## config.mk

```make
export PLATFORM = sky130hd
export DESIGN_NAME = processador_param
export DESIGN_NICKNAME = d
export VERILOG_FILES = /design/src/rtl/proc_pkg.sv /design/src/rtl/proc_alu.sv /design/src/rtl/processador_param.sv
export SDC_FILE = /design/constraint.sdc
export NUM_CORES = 1
export LEC_CHECK = 0
export ABC_AREA = 1
export ABC_CLOCK_PERIOD_IN_PS = 3500
export CAP_MARGIN = 20
export CORE_MARGIN = 2
export CORE_UTILIZATION = 30
export DETAILED_ROUTE_END_ITERATION = 10
export PLACE_DENSITY = 0.53
export SYNTH_ARGS = -nofsm -noshare
export SYNTH_HDL_FRONTEND = slang
export SYNTH_SLANG_ARGS = --single-unit
```

## constraint.sdc

```tcl
create_clock -name clock -period 3.5 [get_ports clock]
set_clock_uncertainty 0.1 [all_clocks]
set_input_delay 0.35 -clock clock [delete_from_list [all_inputs] [get_ports clock]]
set_output_delay 0.35 -clock clock [all_outputs]
set_load 0.005 [all_outputs]
```

## src/rtl/proc_pkg.sv

```systemverilog
// Shared types for the parametrised accumulator CPU: FSM state encoding and opcode values.
package proc_pkg;

  typedef enum logic [3:0] {
    RESET_PC,
    FETCH,
    DECODE,
    EX_ADD,
    EX_SUB,
    EX_LOAD,
    EX_STORE,
    EX_LOADI,
    EX_JUMP,
    EX_JNEG,
    EX_JZERO,
    HALT
  } state_e;

  localparam int unsigned OP_ADD   = 0;
  localparam int unsigned OP_SUB   = 1;
  localparam int unsigned OP_LOAD  = 2;
  localparam int unsigned OP_STORE = 3;
  localparam int unsigned OP_JUMP  = 4;
  localparam int unsigned OP_JNEG  = 5;
  localparam int unsigned OP_JZERO = 6;
  localparam int unsigned OP_LOADI = 7;
  localparam int unsigned OP_HALT  = 15;

endpackage

```

## src/rtl/proc_alu.sv

```systemverilog
// Combinational adder/subtractor with two's-complement overflow detection.
module proc_alu #(
  parameter int unsigned DATA_W = 16
) (
  input  logic [DATA_W-1:0] a,
  input  logic [DATA_W-1:0] b,
  input  logic              sub,
  output logic [DATA_W-1:0] result,
  output logic              ovf
);

  always_comb begin
    result = sub ? (a - b) : (a + b);
    // Overflow: operands effectively share a sign but the result sign flips.
    if (sub) begin
      ovf = (a[DATA_W-1] != b[DATA_W-1]) && (result[DATA_W-1] != a[DATA_W-1]);
    end else begin
      ovf = (a[DATA_W-1] == b[DATA_W-1]) && (result[DATA_W-1] != a[DATA_W-1]);
    end
  end

endmodule

```

## src/rtl/processador_param.sv

```systemverilog
// Multicycle accumulator CPU with one shared instruction/data memory port and a
// wait-state handshake (mem_ready).
module processador_param
  import proc_pkg::*;
#(
  parameter int unsigned DATA_W = 16,
  parameter int unsigned ADDR_W = 8,
  parameter int unsigned OPC_W  = 4
) (
  input  logic              clock,
  input  logic              reset,
  output logic [ADDR_W-1:0] mem_addr,
  input  logic [DATA_W-1:0] mem_rdata,
  output logic [DATA_W-1:0] mem_wdata,
  output logic              mem_we,
  output logic              mem_req,
  input  logic              mem_ready,
  output logic [ADDR_W-1:0] pc,
  output logic [DATA_W-1:0] acc,
  output logic [DATA_W-1:0] ir,
  output logic              ovf,
  output logic              halted
);

  state_e            state_q;
  logic [ADDR_W-1:0] pc_q;
  logic [DATA_W-1:0] acc_q;
  logic [DATA_W-1:0] ir_q;
  logic              ovf_q;
  logic              req_q;
  logic              halted_q;

  logic [OPC_W-1:0]  op;
  logic [ADDR_W-1:0] a_fld;
  logic [DATA_W-1:0] alu_result;
  logic              alu_ovf;

  assign op    = ir_q[ADDR_W+OPC_W-1:ADDR_W];
  assign a_fld = ir_q[ADDR_W-1:0];

  proc_alu #(
    .DATA_W(DATA_W)
  ) u_alu (
    .a      (acc_q),
    .b      (mem_rdata),
    .sub    (state_q == EX_SUB),
    .result (alu_result),
    .ovf    (alu_ovf)
  );

  always_comb begin
    mem_addr = (state_q == FETCH) ? pc_q : a_fld;
    mem_we   = (state_q == EX_STORE);
  end

  // mem_req is registered alongside the state so it is high exactly while in an access state.
  always_ff @(posedge clock or negedge reset) begin
    if (!reset) begin
      state_q  <= RESET_PC;
      pc_q     <= '0;
      acc_q    <= '0;
      ir_q     <= '0;
      ovf_q    <= 1'b0;
      req_q    <= 1'b0;
      halted_q <= 1'b0;
    end else begin
      unique case (state_q)
        RESET_PC: begin
          state_q <= FETCH;
          req_q   <= 1'b1;
        end
        FETCH: begin
          if (mem_ready) begin
            ir_q    <= mem_rdata;
            pc_q    <= pc_q + ADDR_W'(1);
            state_q <= DECODE;
            req_q   <= 1'b0;
          end
        end
        DECODE: begin
          case (op)
            OPC_W'(OP_ADD):   begin state_q <= EX_ADD;   req_q <= 1'b1; end
            OPC_W'(OP_SUB):   begin state_q <= EX_SUB;   req_q <= 1'b1; end
            OPC_W'(OP_LOAD):  begin state_q <= EX_LOAD;  req_q <= 1'b1; end
            OPC_W'(OP_STORE): begin state_q <= EX_STORE; req_q <= 1'b1; end
            OPC_W'(OP_JUMP):  state_q <= EX_JUMP;
            OPC_W'(OP_JNEG):  state_q <= EX_JNEG;
            OPC_W'(OP_JZERO): state_q <= EX_JZERO;
            OPC_W'(OP_LOADI): state_q <= EX_LOADI;
            OPC_W'(OP_HALT): begin
              state_q  <= HALT;
              halted_q <= 1'b1;
            end
            default: begin state_q <= FETCH; req_q <= 1'b1; end
          endcase
        end
        EX_ADD, EX_SUB: begin
          if (mem_ready) begin
            acc_q   <= alu_result;
            ovf_q   <= alu_ovf;
            state_q <= FETCH;
          end
        end
        EX_LOAD: begin
          if (mem_ready) begin
            acc_q   <= mem_rdata;
            state_q <= FETCH;
          end
        end
        EX_STORE: begin
          if (mem_ready) state_q <= FETCH;
        end
        EX_LOADI: begin
          acc_q   <= DATA_W'(a_fld);
          state_q <= FETCH;
          req_q   <= 1'b1;
        end
        EX_JUMP, EX_JNEG, EX_JZERO: begin
          if ((state_q == EX_JUMP) ||
              ((state_q == EX_JNEG) && acc_q[DATA_W-1]) ||
              ((state_q == EX_JZERO) && (acc_q == '0))) begin
            pc_q <= a_fld;
          end
          state_q <= FETCH;
          req_q   <= 1'b1;
        end
        HALT: state_q <= HALT;
        default: state_q <= RESET_PC;
      endcase
    end
  end

  assign mem_wdata = acc_q;
  assign mem_req   = req_q;
  assign pc        = pc_q;
  assign acc       = acc_q;
  assign ir        = ir_q;
  assign ovf       = ovf_q;
  assign halted    = halted_q;

endmodule

```

* Word level (Yosys, flattened, before mapping)
Index checks and enable logic that the tools add are counted.
** Cells by class
- Reduce and logical (&&, ||, !) cells :: 24
- Add/sub/neg operators :: 3
- Equal/unequal tests :: 28
- Multiplexer cells :: 16
** Operators by type and width (count)
- 16-bit two-way mux :: 3
- 16-bit one-hot mux with 3 select lines :: 1
- 4-bit one-hot mux with 9 select lines :: 1
- 4-bit by 3-bit == test with 1-bit output (second input constant) :: 8
- 8-bit two-way mux :: 3
- 4-bit == test (second input constant) :: 5
- 4-bit one-hot mux with 5 select lines :: 1
- 16-bit adder :: 1
- 4-bit by 2-bit == test with 1-bit output (second input constant) :: 4
- 16-bit zero test :: 1
- 8-bit one-hot mux with 2 select lines :: 1
- 16-bit subtractor :: 1
- 2-bit inequality test (second input constant) :: 5
- 5-bit OR reduction :: 2
- 3-bit AND reduction :: 3
- 8-bit by 1-bit adder with 8-bit output (second input constant) :: 1
- 4-bit by 1-bit == test with 1-bit output (second input constant) :: 2
- 4-bit zero test :: 2
- 4-bit two-way mux :: 2
- 2-bit AND reduction :: 4
- 3-bit nonzero test :: 2
- 1-bit logical AND :: 4
- 4-bit OR reduction :: 1
- 1-bit two-way mux :: 3
- 8 further kinds :: 10
** Word-level totals
- Output and inout port bits :: 68
- Input port bits :: 19
- Register bits :: 47
- Word-level logic and storage cells :: 78

* Depth between registers and ports, before layout
Gate-level depths: netlist of run 1.
- Depth after elaboration :: 6
- Gate-level depth with buffers :: 24
- Mapped depth without buffers :: 23

* Hierarchy
From an unflattened synthesis of run 1, not the netlist that was laid out.
** Second synthesis, totals
- Cell total of the unflattened synthesis :: 615
- Area, all modules :: 4086.4 um^2
** Modules (own cells, without submodules)
- processador_param :: cells an instance 408, area an instance 2889.0 um^2, seq. area each 1176.1 um^2, times used 1
- proc_alu :: cells an instance 207, area an instance 1197.4 um^2, seq. area each 0.0 um^2, times used 1

* Least setup slack after synthesis of run 1
Ideal clock, no wire load.
- Path type :: register to register
- Start :: register state_q[2]
- End :: register ovf_q, in the netlist ovf
- Library setup time :: 0.117 ns
- Slack :: 0.913 ns
- Data arrival time :: 2.369 ns
- Cell stages (with the launch flop) :: 22
- Buffers on the path :: 2
- Data required time :: 3.283 ns
- Period minus slack after synthesis :: 2.587 ns
- Cell sequence :: dfrtp_1 > inv_2 > nor2_4 > nand2_1 > buf_2 > inv_2 > buf_2 > a21oi_1 > xor2_1 > inv_1 > ha_1 > nand2_1 > inv_1 > nand2_1 > nor3_1 > nand2_1 > nand2_1 > nand2_1 > nand2_1 > nand2_1 > nand3_1 > nand2_1
** Between the ends
- Word-level cells in the longest chain between the ends :: 5
- Elaborated cells on any way between the ends :: 9
- Those cells by class :: eq/ne (3); mux (2); reduce/logical (4)
** Ends and longest elaborated chain
- start, declared :: line processador_param.sv:25 : state_e state_q;
- start signal, assigned :: line processador_param.sv:59 : state_q <= RESET_PC;
- start signal, assigned :: line processador_param.sv:69 : state_q <= FETCH;
- start signal, assigned :: line processador_param.sv:76 : state_q <= DECODE;
- 4-bit by 3-bit == test with 1-bit output :: line processador_param.sv:46, processador_param.sv:67
- 16-bit two-way mux :: line proc_alu.sv:13 : result = sub ? (a - b) : (a + b);
- 1-bit inequality test :: line proc_alu.sv:16, proc_alu.sv:18
- 1-bit logical AND, on equally long branches :: line proc_alu.sv:18, proc_alu.sv:16
- 1-bit two-way mux :: line proc_alu.sv:15 : if (sub) begin
- end signal, assigned :: line processador_param.sv:100 : ovf_q <= alu_ovf;
- end, declared :: line processador_param.sv:29 : logic ovf_q;
Several ways; a longest one is shown, not always the timed one.
A chain may end at the register's enable or synchronous reset.

* Final worst setup path of run 1
- Start :: input mem_rdata[0]
- End :: register ovf_q, in the netlist ovf
** Between the ends
- Word-level cells in the longest chain between the ends :: 5
- Elaborated cells on any way between the ends :: 7
- Those cells by class :: add/sub (2); eq/ne (1); mux (2); reduce/logical (2)
** Ends and longest elaborated chain
- start, declared :: line processador_param.sv:13 : input logic [DATA_W-1:0] mem_rdata,
- 16-bit adder or 16-bit subtractor (tied branches) :: line proc_alu.sv:13
- 16-bit two-way mux * :: line proc_alu.sv:13
- 1-bit inequality test * :: line proc_alu.sv:16, proc_alu.sv:18
- 1-bit logical AND, on equally long branches :: line proc_alu.sv:18, proc_alu.sv:16
- 1-bit two-way mux * :: line proc_alu.sv:15
Every way passes the cells marked *; elsewhere a longest branch is shown, timed or not.

==> results.md, run 1 <==
- Status: completed
- Hold Startpoint: halted
- Setup violators final: 0
- Hold Path Stages: 1
- Fin crit period: 3.10 ns
- DR vias: 3907
- Worst endpoint data arrival time: 3.19 ns
- IO Pins: 87
- Initial DRC Count: 214
- Fmax: 322 MHz
- Clk slew on worst S/H paths: 0.07 ns
- Post-synth ARST share: 1.00
- Total grt overflow: 0
- Drt pass-1 iters: 5
- Fill cell count: 1327
- Met3 GRT Util: 0.0171
- LEAKAGE: 2.30 nW
- Port buffer count: 86
- Post-route setup TNS: 0 ns
- Post-synth EDFFs: 0
- Pins over their slew limit: 0
- Power Total: 4.50 mW
- Die height: 116 µm
- Slowest-stage cell, CP: clkdlybuf4s50_1
- Tightest Pin Transition: 0.620 ns
- First-pass GRT wire length: 19200 µm
- WHS Endpoint: halted
- Routed length per placed instance: 14.5 µm
- Peak supply drop: 0.307 mV
- Hold Slack: 0.377 ns
- Req. time, crit path: 3.58 ns
- GPL Wtd Cong: 0.948
- Prevailing post-synth register cell: dfrtp_1
- Setup Fix Bufs, Post-CTS: 0
- Synth area leader: dfrtp_1
- CTS tree: done
- GRT Overall Usage: 0.179
- CP cell instances: clkdlybuf4s50_1 > inv_1 > ha_1 > nand4_1 > nor2_1 > nand3_1 > nand2_1 > o21ai_0 > xor2_1 > ha_1 > nand2_1 > inv_1 > nand2_1 > nand2_1 > inv_1 > nand2_1 > a21oi_1 > nand2_1 > nand2_1 > nand2_1 > nand3_1 > nand2_1
- Max_slew headroom: 0.587
- Flop-to-flop setup slack: 0.52 ns
- Worst R2R End: ovf
- Worst R2R Path Depth: 22
- Largest net degree at the start of global routing: 27
- Synthesis-stage register bit count: 47
- Num CTS Buffers: 5
- Critical path's largest stage delay: 0.45 ns
- Post-synth top cells: 140 x nand2_1, 69 x inv_1, 58 x nor2_1, 57 x o21ai_0, 47 x dfrtp_1
- RR Startpoint: state_q[2]
- Hpwl dp: 9210 µm
- CTS H-tree depth: 2
- Final Cell Area: 4870 µm²
- Rows: 41
- WL final: 11700 µm
- CP Launch Type: input pin
- Synth cell types: 34
- Critical Path Fanout Max: 4
- Met2 Track Usage GR: 0.309
- Yosys warning count: 0
- Layout cell share with drive strength beyond 1: 0.0547
- Post-Place Cell Area: 4710 µm²
- Pwr per Cell Area: 923 nW/µm²
- Avg Cell Area, Syn: 6.66 µm²
- Hold buffers post-CTS: 1
- Post-synthesis instance area: 3790 µm²
- Core ar.: 12500 µm²
- Worst hold path class: reg -> reg
- Synth top area share: 0.310
- Initial Util: 0.304
- Busiest grt layer: met2
- Vias in the first global route: 3764
- Final Hold Vio Count: 0
- Via density: 4.81
- Skew-Pair Late Insertion Delay: 0.29 ns
- RSZ-0062 raised after global routing: no
- Nets: 676
- Most common cell in the netlist: nand2_1
- Crit path from: mem_rdata[0]
- Layout area overhead: 28.6%
- Die Width: 116 µm
- Root buffer cell: clkbuf_16
- CTS Buffer Depth: 2
- Cells after Synth: 569
- CTS Sinks: 47
- Sequential area share after synthesis: 0.310
- Most frequent CP cell: nand2_1
- Maxcap violations: 0
- DRC violations left: 0
- Die area: 13500 µm²
- Setup crit end kind: register
- ANT nets after route: 0
- Setup CP Type: in -> reg
- Synth area leaders: dfrtp_1 31%, nand2_1 14%, o21ai_0 7.5%, inv_1 6.8%, a21oi_1 5.8%
- Ant diodes: 0
- Fin crit share: 0.887
- Antenna violations before repair: 0
- Cts repair resizes: 0
- Synthesized Nets: 606
- Met1 Use GR: 0.243
-- power breakdown --
part           switching (mW)  leakage [nW]  internal, mW
Clock                   0.235        0.0731         0.287
Combinational            1.51          1.66          1.36
Sequential              0.311         0.570         0.805
Total                    2.05          2.30          2.45
-- kinds of logic (layout without fill, tap and decap cells) --
kind of cell               after synthesis  after routing  share of synthesized area
and+or+nand+nor                        262            262                      0.299
AOI/OAI and AO/OA                      126            126                      0.177
buffers and inverters                  102            173                      0.120
DFF                                     47             47                      0.310
adders and majority gates               18             18                     0.0614
xor gates and xnor gates                14             14                     0.0324
-- routing by layer --
layer | part of all wire | wire [µm] | up-vias
met5 | 0 | 0 | -
met4 | 0.013 | 147 | 0
met3 | 0.036 | 426 | 11
met2 | 0.49 | 5740 | 89
met1 | 0.46 | 5430 | 1826
li1 | - | - | 1981
-- sequential cells by signal, summed over array words and instances (netlist names) --
signal	count
acc	16
halted	1
ir	16
mem_req	1
ovf	1
pc	8
state_q	4
-- worst max-delay path: cells and delay by family --
| kind | cells | cell delay (ns) |
|---|---|---|
| buf+inv | 4 | 0.66 |
| fa+ha+maj | 2 | 0.53 |
| simple gates | 13 | 1.24 |
| compound gates | 2 | 0.25 |
| xor+xnor | 1 | 0.16 |
-- worst max path at each step --
stage / endpoint / slack [ns] / depth (start not counted)
after global placement: ovf / 0.23 / 18
after global routing: ovf / 0.06 / 18
after floorplan: ovf / 0.91 / 21
after CTS: ovf / 0.46 / 18
final: ovf / 0.40 / 22
after detailed placement: ovf / 0.15 / 18
-- final cells by class --
| type | count | area (µm²) | share of cell area |
|---|---|---|---|
| clock buffers | 6 | 139 | 0.0285 |
| clock inverters | 2 | 16.3 | 0.00334 |
| inverters | 75 | 282 | 0.0578 |
| multi-input cells | 420 | 2160 | 0.443 |
| flip-flops and latches | 47 | 1180 | 0.241 |
| well taps | 172 | 215 | 0.0442 |
| repair buffers | 90 | 888 | 0.182 |
-- cell usage in the layout, fill, tap and decap left out, drive strengths merged, types with 6 or more instances in the layout --
| cell type | netlist | layout |
|---|---|---|
| nor2 | 62 | 62 |
| xor2 | 13 | 13 |
| clkdlybuf4s50 | 0 | 85 |
| nand3 | 31 | 31 |
| clkbuf | 3 | 6 |
| inv | 75 | 75 |
| dfrtp | 47 | 47 |
| o22ai | 10 | 10 |
| or2 | 9 | 9 |
| o21ai | 62 | 62 |
| nand2 | 142 | 142 |
| a21oi | 45 | 45 |
| ha | 17 | 17 |
-- stage by stage --
step           setup WS [ns]  std cells   util
3_3_place_gp           0.228        803  0.378
2_1_floorplan          0.913        569      -
3_5_place_dp           0.153        803  0.378
4_1_cts                0.456        812  0.391
5_1_grt               0.0626        812  0.391
6_report               0.397        812  0.391
Power figures use the tool's default switching activity.
==> run 2: changes to the inputs <==
--- a/config.mk
+++ b/config.mk
@@ -11,6 +11,7 @@
 export CORE_MARGIN = 2
 export CORE_UTILIZATION = 30
 export DETAILED_ROUTE_END_ITERATION = 10
+export HOLD_SLACK_MARGIN = 0.12
 export PLACE_DENSITY = 0.53
 export SYNTH_ARGS = -nofsm -noshare
 export SYNTH_HDL_FRONTEND = slang
==> results of run 2 <==
No change in the layout: final DEF, timing and power equal those of run 1.
==> run 3: changes to the inputs <==
--- a/config.mk
+++ b/config.mk
@@ -9,10 +9,11 @@
 export ABC_CLOCK_PERIOD_IN_PS = 3500
 export CAP_MARGIN = 20
 export CORE_MARGIN = 2
-export CORE_UTILIZATION = 30
+export CORE_UTILIZATION = 45
 export DETAILED_ROUTE_END_ITERATION = 10
 export HOLD_SLACK_MARGIN = 0.12
-export PLACE_DENSITY = 0.53
+export PLACE_DENSITY = 0.74
+export SETUP_SLACK_MARGIN = 0.15
 export SYNTH_ARGS = -nofsm -noshare
 export SYNTH_HDL_FRONTEND = slang
 export SYNTH_SLANG_ARGS = --single-unit
==> run 3 against run 2 <==
Hold slack gained 0.0019 ns. Critical path depth is 3 lower. Die area down 32%. Via count grew 0.15%. Cell count shrank 8.3%.
==> results.md, run 3 (synthesized netlist as in run 1, its figures left out) <==
- Initial Util: 0.463
- LEAKAGE: 2.29 nW
- Root buffer cell: clkbuf_8
- Slowest-stage cell, CP: dfrtp_1
- Worst hold path class: reg -> reg
- Maxcap violations: 0
- Peak supply drop: 0.495 mV
- Antenna violations before repair: 0
- Tightest Pin Transition: 0.760 ns
- First-pass GRT wire length: 18400 µm
- Setup Fix Bufs, Post-CTS: 0
- Port buffer count: 86
- DRC violations left: 0
- Routed length per placed instance: 14.9 µm
- CTS Sinks: 47
- Ant diodes: 0
- CP top delay family: simple AND/OR/NAND/NOR gates
- Critical path's largest stage delay: 0.41 ns
- Pins over their slew limit: 0
- Max_slew headroom: 0.493
- CP Launch Type: register
- DR vias: 3913
- Pwr per Cell Area: 935 nW/µm²
- Rows: 33
- Hold Slack: 0.378 ns
- Layout area overhead: 25.9%
- Req. time, crit path: 3.61 ns
- Die area: 9170 µm²
- WHS Endpoint: halted
- Commonest non-fill, non-tap cell in the layout: nand2_1
- WL final: 11100 µm
- Post-route setup TNS: 0 ns
- Setup CP Type: reg -> reg
- IO Pins: 87
- Via density: 5.25
- Total grt overflow: 0
- Vias in the first global route: 3801
- CTS H-tree depth: 2
- CP cell instances: inv_2 > nor2_4 > nand2_2 > inv_2 > nor2_1 > a21oi_2 > o21ai_1 > xor2_1 > inv_1 > ha_1 > nand2_1 > nor3_1 > nand2_1 > nand2_1 > nand2_1 > nand2_1 > nand2_1 > nand3_1 > nand2_1
- Status: completed
- GPL Wtd Cong: 0.884
- Drt pass-1 iters: 4
- Nets: 676
- Worst endpoint data arrival time: 3.16 ns
- Die height: 95.8 µm
- Fill cell count: 802
- Layout cell share with drive strength beyond 1: 0.0547
- RSZ-0062 raised after global routing: no
- ANT nets after route: 0
- CTS tree: done
- Worst R2R Path Depth: 19
- Register area: 1180 µm²
- Hpwl dp: 8680 µm
- Hold Path Stages: 1
- Worst R2R End: ovf
- RR Startpoint: state_q[2]
- Fin crit period: 3.05 ns
- Initial DRC Count: 215
- Core ar.: 8180 µm²
- Fmax: 327 MHz
- Fin crit share: 0.873
- Hold Startpoint: halted
- Skew-Pair Late Insertion Delay: 0.31 ns
- Setup crit end kind: register
- Setup violators final: 0
- Crit path buffers/inverters: 3
- Clk slew on worst S/H paths: 0.10 ns
- Num CTS Buffers: 5
- Area of the multi-input gates: 2160 µm²
- GRT Overall Usage: 0.255
- Flop-to-flop setup slack: 0.45 ns
- CTS Buffer Depth: 2
- Largest net degree at the start of global routing: 30
- Final Hold Vio Count: 0
- Die Width: 95.8 µm
- Critical Path Fanout Max: 11
- Most frequent cells in the layout: 139 x nand2_1, 85 x clkdlybuf4s50_1, 69 x inv_1, 58 x nor2_1, 57 x o21ai_0
- Most frequent CP cell: nand2_1
-- run 3: layer usage --
| metal | track usage | up-vias | wire [µm] |
|---|---|---|---|
| met4 | 0.0679 | 0 | 157 |
| met2 | 0.429 | 89 | 5310 |
| met5 | 0 | - | 0 |
| met3 | 0.0227 | 15 | 350 |
| li1 | - | 1986 | - |
| met1 | 0.353 | 1823 | 5310 |
-- run 3: how the worst max path moves through the flow --
| stage | cells past startpoint | slack (ns) | from | to |
|---|---|---|---|---|
| after floorplan | 21 | 0.91 | state_q[2] | ovf |
| after global routing | 18 | 0.15 | mem_rdata[0] | ovf |
| after detailed placement | 22 | 0.17 | mem_rdata[0] | ovf |
| final | 19 | 0.45 | state_q[2] | ovf |
| after global placement | 19 | 0.27 | mem_rdata[4] | ovf |
| after CTS | 22 | 0.32 | state_q[2] | ovf |
-- run 3: cell type report --
class | instances | area share
Clock inverter | 2 | 0.0126
Clock buffer | 6 | 0.0152
Multi-Input combinational cell | 420 | 0.453
Inverter | 75 | 0.0590
Timing Repair Buffer | 90 | 0.186
Sequential cell | 47 | 0.247
Tap cell | 105 | 0.0275
-- run 3: through the flow --
step,util,instance area (µm²),power (mW),instances,worst slack [ns]
floorplan,-,3790,2.83,569,0.913
global placement,0.566,4620,3.92,736,0.267
global route,0.583,4770,4.92,745,0.154
detailed placement,0.566,4620,3.96,736,0.174
CTS,0.583,4770,4.46,745,0.319
finish,0.583,4770,4.46,745,0.446
-- run 3: what timing repair did --
item                                    CTS  global route
endpoints found under the hold margin    28             0
hold buffers                              1             0
gates resized for setup                   0             1
endpoints found under the setup margin    0             2
-- run 3: where the power goes --
group	switching (mW)	internal [mW]	total, mW
clock network	0.201	0.286	0.487
registers	0.306	0.804	1.11
logic	1.51	1.36	2.86
total	2.01	2.45	4.46
